**src/rtl/instruction_fetch.sv**
```systemverilog
// -----------------------------------------------------------------------------
// instruction_fetch
//
// Fetch stage between a combinational instruction memory and the decode stage.
// Holds the program counter, presents it as the memory read address and
// captures the returned word, together with its PC, into a one-entry output
// register. The consumer takes the word with a valid/ready handshake.
// A redirect reloads the PC and flushes the held word.
//
// Optional feature macro: FETCH_BOUNDS_CHECK_EN
//   defined   : a fetch with pc >= MEM_BYTES captures nothing, drops out_valid
//               and enters a sticky FAULT state (fault = 1) until reset; no
//               further fetches are made and redirects are ignored.
//   undefined : no range check, fetch runs past MEM_BYTES, fault is tied 0.
//
// Parameters
//   RESET_PC   PC value loaded on reset
//   MEM_BYTES  instruction memory size in bytes (bounds check only)
//
// Ports
//   clk             in   rising-edge clock
//   reset           in   asynchronous, active-high reset
//   imem_addr       out  byte address to instruction memory (the PC register)
//   imem_instr      in   instruction word for imem_addr (combinational)
//   redirect_valid  in   load redirect_pc this cycle, flush the output register
//   redirect_pc     in   redirect target, bits [1:0] ignored
//   out_valid       out  out_instr / out_pc hold a valid word
//   out_ready       in   downstream accepts the word while out_valid is high
//   out_instr       out  captured instruction word
//   out_pc          out  byte address of out_instr
//   fault           out  sticky out-of-range fetch flag
// -----------------------------------------------------------------------------
module instruction_fetch #(
  parameter logic [31:0] RESET_PC  = 32'h0000_0000,
  parameter int unsigned MEM_BYTES = 256
) (
  input  logic        clk,
  input  logic        reset,
  output logic [31:0] imem_addr,
  input  logic [31:0] imem_instr,
  input  logic        redirect_valid,
  input  logic [31:0] redirect_pc,
  output logic        out_valid,
  input  logic        out_ready,
  output logic [31:0] out_instr,
  output logic [31:0] out_pc,
  output logic        fault
);

  // A memory that is not a whole number of words cannot be fetched cleanly.
  if ((MEM_BYTES % 4) != 0) begin : g_bad_mem_bytes
    $error("instruction_fetch: MEM_BYTES must be a multiple of 4");
  end

  // Architectural state
  logic [31:0] r_pc;
  logic        r_out_valid;
  logic [31:0] r_out_instr;
  logic [31:0] r_out_pc;
  logic        r_fault;

  // Redirect target forced to word alignment; masking keeps every bit of the
  // input referenced while discarding the byte offset.
  logic [31:0] w_redirect_target;
  assign w_redirect_target = redirect_pc & 32'hFFFF_FFFC;

  // Next sequential PC; 32-bit add wraps 32'hFFFF_FFFC -> 0 naturally.
  logic [31:0] w_pc_next;
  assign w_pc_next = r_pc + 32'd4;

  // Fetch is allowed when the output slot is empty or being drained.
  logic w_load;

`ifdef FETCH_BOUNDS_CHECK_EN

  typedef enum logic [0:0] {
    ST_RUN   = 1'b0,
    ST_FAULT = 1'b1
  } state_t;

  // 33-bit limit so MEM_BYTES up to 2^32 compares without truncation.
  localparam logic [32:0] MEM_LIMIT = 33'(MEM_BYTES);

  state_t r_state;
  logic   w_out_of_range;

  assign w_out_of_range = ({1'b0, r_pc} >= MEM_LIMIT);
  assign w_load         = (r_state == ST_RUN) && (!r_out_valid || out_ready);

  // Fetch FSM: redirect has priority over load; an out-of-range load faults.
  always_ff @(posedge clk or posedge reset) begin
    if (reset) begin
      r_state     <= ST_RUN;
      r_pc        <= RESET_PC;
      r_out_valid <= 1'b0;
      r_out_instr <= 32'h0000_0000;
      r_out_pc    <= 32'h0000_0000;
      r_fault     <= 1'b0;
    end else begin
      case (r_state)
        ST_RUN: begin
          if (redirect_valid) begin
            // A word handshaken this cycle is still consumed downstream;
            // only the slot is emptied here.
            r_pc        <= w_redirect_target;
            r_out_valid <= 1'b0;
          end else if (w_load) begin
            if (w_out_of_range) begin
              // Nothing captured; PC stays at the offending address.
              r_out_valid <= 1'b0;
              r_fault     <= 1'b1;
              r_state     <= ST_FAULT;
            end else begin
              r_out_instr <= imem_instr;
              r_out_pc    <= r_pc;
              r_out_valid <= 1'b1;
              r_pc        <= w_pc_next;
            end
          end else begin
            // Stall: held word must stay stable.
            r_out_valid <= r_out_valid;
          end
        end
        ST_FAULT: begin
          // Sticky until reset; redirects and fetches are ignored.
          r_out_valid <= 1'b0;
          r_fault     <= 1'b1;
        end
        default: begin
          // Unreachable encoding: park in the safe, non-fetching state.
          r_out_valid <= 1'b0;
          r_fault     <= 1'b1;
          r_state     <= ST_FAULT;
        end
      endcase
    end
  end

`else

  assign w_load = !r_out_valid || out_ready;

  // Fetch register update: redirect first, then load, otherwise hold.
  always_ff @(posedge clk or posedge reset) begin
    if (reset) begin
      r_pc        <= RESET_PC;
      r_out_valid <= 1'b0;
      r_out_instr <= 32'h0000_0000;
      r_out_pc    <= 32'h0000_0000;
      r_fault     <= 1'b0;
    end else begin
      r_fault <= 1'b0;
      if (redirect_valid) begin
        // A word handshaken this cycle is still consumed downstream;
        // only the slot is emptied here.
        r_pc        <= w_redirect_target;
        r_out_valid <= 1'b0;
      end else if (w_load) begin
        r_out_instr <= imem_instr;
        r_out_pc    <= r_pc;
        r_out_valid <= 1'b1;
        r_pc        <= w_pc_next;
      end else begin
        // Stall: held word must stay stable.
        r_out_valid <= r_out_valid;
      end
    end
  end

`endif

  // All outputs come straight from registers.
  assign imem_addr = r_pc;
  assign out_valid = r_out_valid;
  assign out_instr = r_out_instr;
  assign out_pc    = r_out_pc;
  assign fault     = r_fault;

endmodule

```
**config.mk**
```make
export PLATFORM = sky130hd
export DESIGN_NAME = instruction_fetch
export DESIGN_NICKNAME = d
export VERILOG_FILES = /design/src/rtl/instruction_fetch.sv
export SDC_FILE = /design/constraint.sdc
export NUM_CORES = 1
export LEC_CHECK = 0
export ABC_AREA = 1
export CAP_MARGIN = 5
export CORE_MARGIN = 3
export CORE_UTILIZATION = 40
export CTS_CLUSTER_DIAMETER = 150
export DETAILED_ROUTE_END_ITERATION = 16
export PLACE_DENSITY = 0.73
export RECOVER_POWER = 25
export SYNTH_ARGS = -nofsm -noshare
export SYNTH_HDL_FRONTEND = slang
export SYNTH_SLANG_ARGS = --single-unit
```
**constraint.sdc**
```tcl
create_clock -name clk -period 5.21 [get_ports clk]
set_input_delay 0.7815 -clock clk [delete_from_list [all_inputs] [get_ports clk]]
set_output_delay 0.7815 -clock clk [all_outputs]
set_load 0.02 [all_outputs]
```
# Word-level counts from Yosys, hierarchy flattened
# Index checks and enable logic that the tools add are counted.
dict set report classes {
  n_addsub 1
  multipliers 0
  n_div 0
  order_cmp 0
  n_eq_ne 0
  shift 0
  mux 4
  bitwise_logic 1
  n_reduce_logical 4
}
# operator count
set op_table {}
lappend op_table {{$mux W32} 2}
lappend op_table {{$add A32 B3 Y32 const B} 1}
lappend op_table {{$mux W1} 2}
lappend op_table {{$reduce_and A2 Y1} 1}
lappend op_table {{$reduce_bool A2 Y1} 1}
lappend op_table {{$logic_not A1 Y1} 1}
lappend op_table {{$logic_or A1 B1 Y1} 1}
lappend op_table {{$not A1 Y1} 1}
dict set report word_totals {
  regBits 97
  latchBits 0
  ram_bits 0
  mem_bits_ro 0
  input_bits 68
  wordCells 14
  mem_count 0
}

# Longest topological paths before layout
dict set report logic_depth {
  word_depth 4
  mapped_depth 8
  ltp_nobuf 8
}

# Worst setup path before layout
# Ideal clock, no wire load.
dict set report synth_timing {
  kind {input-to-reg}
  from {input port out_ready}
  to {register r_pc[12] (netlist: imem_addr[12])}
  t_arrival_ps 1499
  required_ps 5081
  slack_ps 3582
  stages 8
  n_path_buf 2
  path_cell_list {inv_1 -> nand2_1 -> nand2_2 -> inv_2 -> buf_4 -> buf_2 -> nand3_1 -> nand3_1}
}
dict set report synth_between {
  elab_chain_cells 2
}
# item line
set synth_rtl {}
lappend synth_rtl {{from (decl)} 44} ;# input logic out_ready,
lappend synth_rtl {{$logic_or A1 B1 Y1} 141} ;# assign w_load = !r_out_valid || out_ready;
lappend synth_rtl {{$reduce_bool A2 Y1 (no line)} --}
lappend synth_rtl {{to (signal assigned)} 156} ;# r_pc <= w_redirect_target;
lappend synth_rtl {{to (signal assigned)} 162} ;# r_pc <= w_pc_next;
lappend synth_rtl {{to (decl)} 56} ;# logic [31:0] r_pc;
# Every way passes these cells.
# A chain may end at the register's enable or synchronous reset.

# Worst setup path after layout
dict set report layout_timing {
  from {input port redirect_valid}
  to {register r_pc[21] (netlist: imem_addr[21])}
}
dict set report layout_between {
  elab_chain_cells 1
  word_cells_on_any_way 2
}
# item line
set layout_rtl {}
lappend layout_rtl {{from (decl)} 41} ;# input logic redirect_valid,
lappend layout_rtl {{$mux W32 / $reduce_bool A2 Y1 (equally long branches)} --}
# Parallel ways exist; a longest one is shown, timed or not.

==> impl_results.md <==
- Outcome: finished, violations left
- Avg WL per Cell: 14.8 um
- Crit path capture type: flop
- Cell variety after synth: 25
- R2r worst-path depth: 5
- Remaining antenna violation count after routing: 0
- R2R Path End: imem_addr[5]$_DFFE_PP0N_
- Clk_skew: 0.00656 ns
- Sink Count: 93
- Die area: 0.0125 sq mm
- Yosys warning total: 0
- Layout Utilization: 0.579
- Via count: 4390
- Largest net degree at the start of global routing: 98
- CP required: 5.46 ns
- Placer's final routability congestion estimate: 0.885
- CTS buffer count: 9
- Congestion Overflow GR: 0
- Port bufs: 158
- Diode count: 0
- Number of global-route vias before repair: 4159
- HPWL Detailed: 9190 um
- Setup bufs post-CTS: 0
- Post-synthesis cell area: 0.00449 sq mm
- Ports: 166
- Failing checks: max-capacitance violations, max-slew violations
- H-Tree Depth: 3
- Setup TNS: 0 ns
- Iteration-0 DRC Markers: 213
- Initial antenna violation count: 0
- Max-cap violations: 3
- HP Start: out_instr[3]$_DFFE_PP0P_
- RSZ-0062 raised after global routing: false
- TritonRoute pass-1 iters: 5
- Seq/Total Area, Yosys: 0.518
- Die Height: 112 um
- P&R area growth vs syn: 40.5%
- Reg clk slew, reported paths: 0.09 ns
- Worst min path class: reg2reg
- Crit-path max FO: 97
- Peak Freq: 0.271 GHz
- Hold Path Depth: 2
- Clk buf depth: 2
- Critical path arrival: 3.94 ns
- Number of synthesized register bits: 93
- Fin crit share: 0.707
- Worst slew margin: -0.0581
- GR Util All Layers: 0.206
- Nets@finish: 797
- R2R Setup Slk: 3.31 ns
- # setup viols final: 0
- CTS tree: yes
- Avg Cell Area, Syn: 7.75 sq um
- FILL cells: 1010
- Root buffer selected by CTS: clkbuf_8
- Initial Util: 0.412
- First-pass GRT wire length: 20900 um
- Fin crit period: 3.69 ns
- Row count: 38
- Overall routed net length: 12900 um
- Leakage: 2.89 nW
- Fin. max-slew vios: 94
- Power Density: 296 mW/mm^2
- Hold Path Sink: out_instr[3]$_DFFE_PP0P_
- Start of the worst register-to-register path: out_valid$_DFFE_PP0N_
- Post-CTS Resized: 0
- Vias/cell: 5.03
- Peak supply drop: 0.129 mV
- Worst-Margin Slew: 1.59 ns
- Core area: 0.0109 sq mm
- DRC viols: 0
- Type of origin of the critical path: input port
- Kind of critical path: in2reg
- CTS Hold Bufs: 0
- Share of cells above drive strength 1: 0.0423
- Worst skew pair latency: 0.36 ns
- Final Hold Vio Count: 0
- Synth Instances: 579
- Die extent in x: 112 um
cells in the mapped netlist:
cell        n  share of area
ha_1        1         0.0028
a21oi_1     1         0.0011
clkbuf_1    6         0.0050
o31ai_1     1         0.0017
inv_2       2         0.0017
nor2_2      3         0.0042
nand2_1   193           0.16
o21bai_1    1         0.0017
nand3_1    52          0.058
xnor2_1     1         0.0020
and2_1      1         0.0014
nand2_4     1         0.0025
nor3_1      1         0.0011
nand2_2     4         0.0056
xor2_1      1         0.0020
buf_2      15          0.017
a22oi_1    24          0.040
nor2_4      5          0.013
buf_4       7          0.012
conb_1      1        0.00084
nor2_1     94          0.079
nand4_1     5         0.0070
inv_1      41          0.034
o21ai_0    25          0.028
dfrtp_1    93           0.52
sequential cells by signal (all words and copies together), names as in the netlist:
register and cells:
out_valid 1, out_instr 32, imem_addr 30, out_pc 30
worst max-delay path, stage by stage:
cell and delay [ns]:
clkdlybuf4s50_1 0.45, clkbuf_1 1.15, inv_2 0.19, nand2_2 0.16, buf_4 0.70, nor2_1 0.20
nand3_1 0.15, nand3_1 0.07
through the flow:
step                instance area (sq um)  total power [W]  setup slack (ns)  instances  hold slack (ns)
floorplan                            4500          0.00117              2.01        583            0.589
global placement                     6140          0.00144              2.12        857            0.461
detailed placement                   6140          0.00146              2.09        857            0.464
CTS                                  6320          0.00190              2.46        873            0.487
global route                         6310          0.00197              1.25        873            0.510
finish                               6310          0.00187              1.52        873            0.482
layout by cell type, fill, tap and decap left out:
master / Yosys / final
a21oi_1: 1 / 1
a22oi_1: 24 / 24
and2_1: 1 / 1
buf_4: 7 / 2
clkbuf_1: 6 / 5
clkbuf_2: 0 / 1
clkbuf_8: 0 / 11
clkdlybuf4s50_1: 0 / 124
clkinv_2: 0 / 1
clkinvlp_2: 0 / 1
conb_1: 1 / 5
dfrtp_1: 93 / 93
dlygate4sd3_1: 0 / 34
ha_1: 1 / 1
inv_1: 41 / 40
inv_2: 2 / 2
nand2_1: 193 / 193
nand2_2: 4 / 4
nand2_4: 1 / 1
nand3_1: 52 / 52
nand4_1: 5 / 5
nor2_1: 94 / 94
nor2_2: 3 / 3
nor2_4: 5 / 5
nor3_1: 1 / 1
o21ai_0: 25 / 25
o21bai_1: 1 / 1
o31ai_1: 1 / 1
xnor2_1: 1 / 1
xor2_1: 1 / 1
power by group:
part | switching (W) | internal [W] | total (W)
clock network | 0.000243 | 0.000200 | 0.000443
registers | 0.0000777 | 0.000811 | 0.000889
logic | 0.000296 | 0.000242 | 0.000538
total | 0.000617 | 0.00125 | 0.00187
routing by layer:
layer	global-route usage	up-vias	wire, um
met3	0.0582	15	1130
li1	-	2124	-
met5	0	-	0
met2	0.323	181	5910
met1	0.280	2070	5670
met4	0.0609	0	184
worst max-delay path by stage:
| stage | cells after the start | to | from | slack [ns] |
|---|---|---|---|---|
| detailed placement | 8 | imem_addr[21]$_DFFE_PP0N_ | redirect_valid | 2.09 |
| global route | 8 | imem_addr[21]$_DFFE_PP0N_ | redirect_valid | 1.25 |
| CTS | 8 | imem_addr[21]$_DFFE_PP0N_ | redirect_valid | 2.46 |
| floorplan | 1 | imem_addr[10]$_DFFE_PP0N_ | reset | 2.01 |
| finish | 8 | imem_addr[21]$_DFFE_PP0N_ | redirect_valid | 1.52 |
| global placement | 8 | imem_addr[21]$_DFFE_PP0N_ | redirect_valid | 2.12 |
cell families (layout without fill, tap and decap cells):
logic type	count (synthesis)	count (layout)	share of synthesized area
xor gates and xnor gates	2	2	0.00390
buffers and inverters	71	221	0.0694
DFF	93	93	0.518
adders and majority gates	1	1	0.00279
and+or+nand+nor	359	359	0.332
other	1	5	0.000835
AOI/OAI and AO/OA	52	52	0.0725
cell type report:
class                   count  area [sq um]  share of cell area
flip-flops and latches     93          2330               0.369
inverters                  43           163              0.0258
well taps                 140           175              0.0278
clock buffers              15           166              0.0264
multi-input cells         419          1870               0.296
repair buffers            162          1610               0.255
clock inverters             1          5.00            0.000793
Note: power is estimated with default switching activity, not from simulation.
==> RTL change (same settings) <==
The option `FETCH_BOUNDS_CHECK_EN` is turned on by a define.
--- a/src/rtl/instruction_fetch.sv
+++ b/src/rtl/instruction_fetch.sv
@@ -30,6 +30,8 @@
 //   out_pc          out  byte address of out_instr
 //   fault           out  sticky out-of-range fetch flag
 // -----------------------------------------------------------------------------
+`define FETCH_BOUNDS_CHECK_EN
+
 module instruction_fetch #(
   parameter logic [31:0] RESET_PC  = 32'h0000_0000,
   parameter int unsigned MEM_BYTES = 256
Check against the original RTL: not equivalent (a bounded check fails within 4 cycles, from zero or initial values and one cycle with reset high).
==> RTL change against the unedited design <==
The flow still finishes with violations (capacitance limit, slew limit); global-route usage decreased by 0.10 points; setup slack improved by 0.031 ns; sequential share of layout area decreased by 0.48 points; cell area increased by 3.5%; synthesized cell count increased by 5.7%; area after synthesis increased by 2.2%; register-to-register slack got worse by 0.55 ns; routed wire length decreased by 2.0%; hold slack got worse by 0.016 ns; sequential cell count increased by 2; critical path type unchanged.
Power is not compared: it rests on default switching activity, and its combinational part moved more than twofold at a synthesized area within 25%.
==> RTL change: results (changes against the unedited design) <==
Hold Path End out_instr[11]$_DFFE_PP0P_; drt total wl 12600 um (-2.0%); CP max-delay cell clkbuf_1; ys flop type dfrtp_1; ANT cells 0 (unchanged); Critical Path Fanout Max 30 (-69%); final slew viol count 43 (-54%); CP arrival 3.90 ns (-0.04 ns); Initial DRT Pass Iterations 4 (-1); clk root buf clkbuf_16; failing checks capacitance limit, slew limit; initial DRC count 322 (+51%); Distinct cells, synth 27 (+8.0%); DP Wirelength 9320 um (+1.3%); placed cell area 6230 um^2 (+1.4%); Yosys warning count 0 (unchanged); Mean Syn Cell Area 7.50 um^2 (-3.3%); vias in the first global route 4312 (+3.7%); total track usage 0.205 (-0.00105); first-pass GRT wire length 21100 um (+0.76%); reg2reg end imem_addr[17]$_DFFE_PP0P_; Peak supply drop 0.135 mV; r2r setup slk 2.76 ns (-0.55 ns); pin count of the biggest net entering global routing 58 (-41%); Worst-path clk slew 0.07 ns (-0.02 ns); buffers added on ports 159 (+0.63%); max_cap viols 1 (-2); Setup crit start redirect_valid; post-DR wirelength/cell 13.9 um (-5.9%); Sw Share 0.245; hold path startpoint out_instr[11]$_DFFE_PP0P_; Vias/cell 4.76 (-5.3%); CP peak stage delay 0.92 ns (-0.23 ns); worst r2r path cells 10 (+5); Reg-to-Reg Start imem_addr[29]$_DFFE_PP0P_; Num CTS Buffers 9 (unchanged); final net count 834 (+4.6%); top cells by area, synth dfrtp_1 (52%), nand2_1 (21%), nor2_1 (7.9%); layout cell share with drive strength beyond 1 0.0351 (-0.00718); Setup Skew 0.00980 ns (+0.00325 ns); setup repair bufs after CTS 0 (unchanged); Least-Margin Pin Slew 1.87 ns (+0.282 ns); H-tree Lvls 3 (unchanged); Pleak 3.20 nW; hold path cells 2 (unchanged); commonest cells in the synthesized netlist nand2_1 (254), nor2_1 (96), dfrtp_1 (95); dpl cells 893 (+4.2%); status finished with violations; Seq/Total Area, Yosys 0.518 (about the same); Final Wtd Congestion 0.934 (+5.6%)
==> RTL change: cell types whose count changed in the layout (fill, tap and decap cells not counted), moves of 5 or more <==
cell	before	now
a22oi_1	24	0
clkbuf_16	0	9
clkbuf_8	11	0
clkdlybuf4s50_1	124	135
dlygate4sd3_1	34	24
inv_1	40	54
nand2_1	193	254
nand3_1	52	20
nand3b_1	0	9
nand4_1	5	0
nor2_4	5	0
o211ai_1	0	6
o21ai_1	0	6
==> RTL change: cell type report <==
class | count | area, um^2
Timing Repair Buffer | 163 | 1620
Fill cell | 1042 | 4500
Multi-Input combinational cell | 437 | 1830
Tap cell | 140 | 175
Clock buffer | 9 | 225
Sequential cell | 95 | 2380
Inverter | 58 | 219
Clock inverter | 7 | 82.6
==> RTL change: through the flow <==
stage                util  worst slack, ns  total power, mW  hold WS (ns)
finish              0.592             1.56             1.64         0.466
CTS                 0.593             2.37             1.66         0.474
floorplan               -             1.95            0.874         0.481
global placement    0.565             2.06            0.986         0.454
detailed placement  0.565             2.02            0.990         0.458
global route        0.592             1.08             1.70         0.490
==> RTL change: worst max-delay path: cells and delay by family <==
family / cells / cell delay [ns]
buffers and inverters: 5 / 2.25
AND/OR/NAND/NOR: 4 / 0.86
==> RTL change: power groups by stage <==
stage	Sequential (mW)	Clock (mW)	Combinational [mW]
CTS	0.778	0.680	0.199
global route	0.780	0.713	0.210
finish	0.777	0.666	0.192
global placement	0.790	0	0.196
floorplan	0.820	0	0.0540
detailed placement	0.792	0	0.198
==> RTL change: layer usage <==
layer | GRT usage | routed length (um) | part of all wire | vias up
met4 | 0.0745 | 209 | 0.017 | 0
met5 | 0 | 0 | 0 | -
li1 | - | - | - | 2173
met3 | 0.0406 | 975 | 0.077 | 16
met1 | 0.268 | 5470 | 0.43 | 1968
met2 | 0.338 | 5980 | 0.47 | 173
==> RTL change: logic make-up (layout without fill, tap and decap cells) <==
family	after synthesis	count (layout)	synth area share
xor+xnor	2	2	0.00382
simple gates	383	383	0.331
compound gates	46	46	0.0559
flops	95	95	0.518
buf+inv	83	237	0.0848
fa+ha+maj	2	2	0.00545
other cells	1	4	0.000817
==> RTL change: worst max-delay path by stage <==
stage                                     end  depth (start not counted)
floorplan                   fault$_DFFE_PP0P_                          1
global placement    imem_addr[17]$_DFFE_PP0P_                          9
detailed placement  imem_addr[18]$_DFFE_PP0P_                          9
CTS                 imem_addr[18]$_DFFE_PP0P_                          9
global route        imem_addr[17]$_DFFE_PP0P_                          9
finish              imem_addr[17]$_DFFE_PP0P_                          9
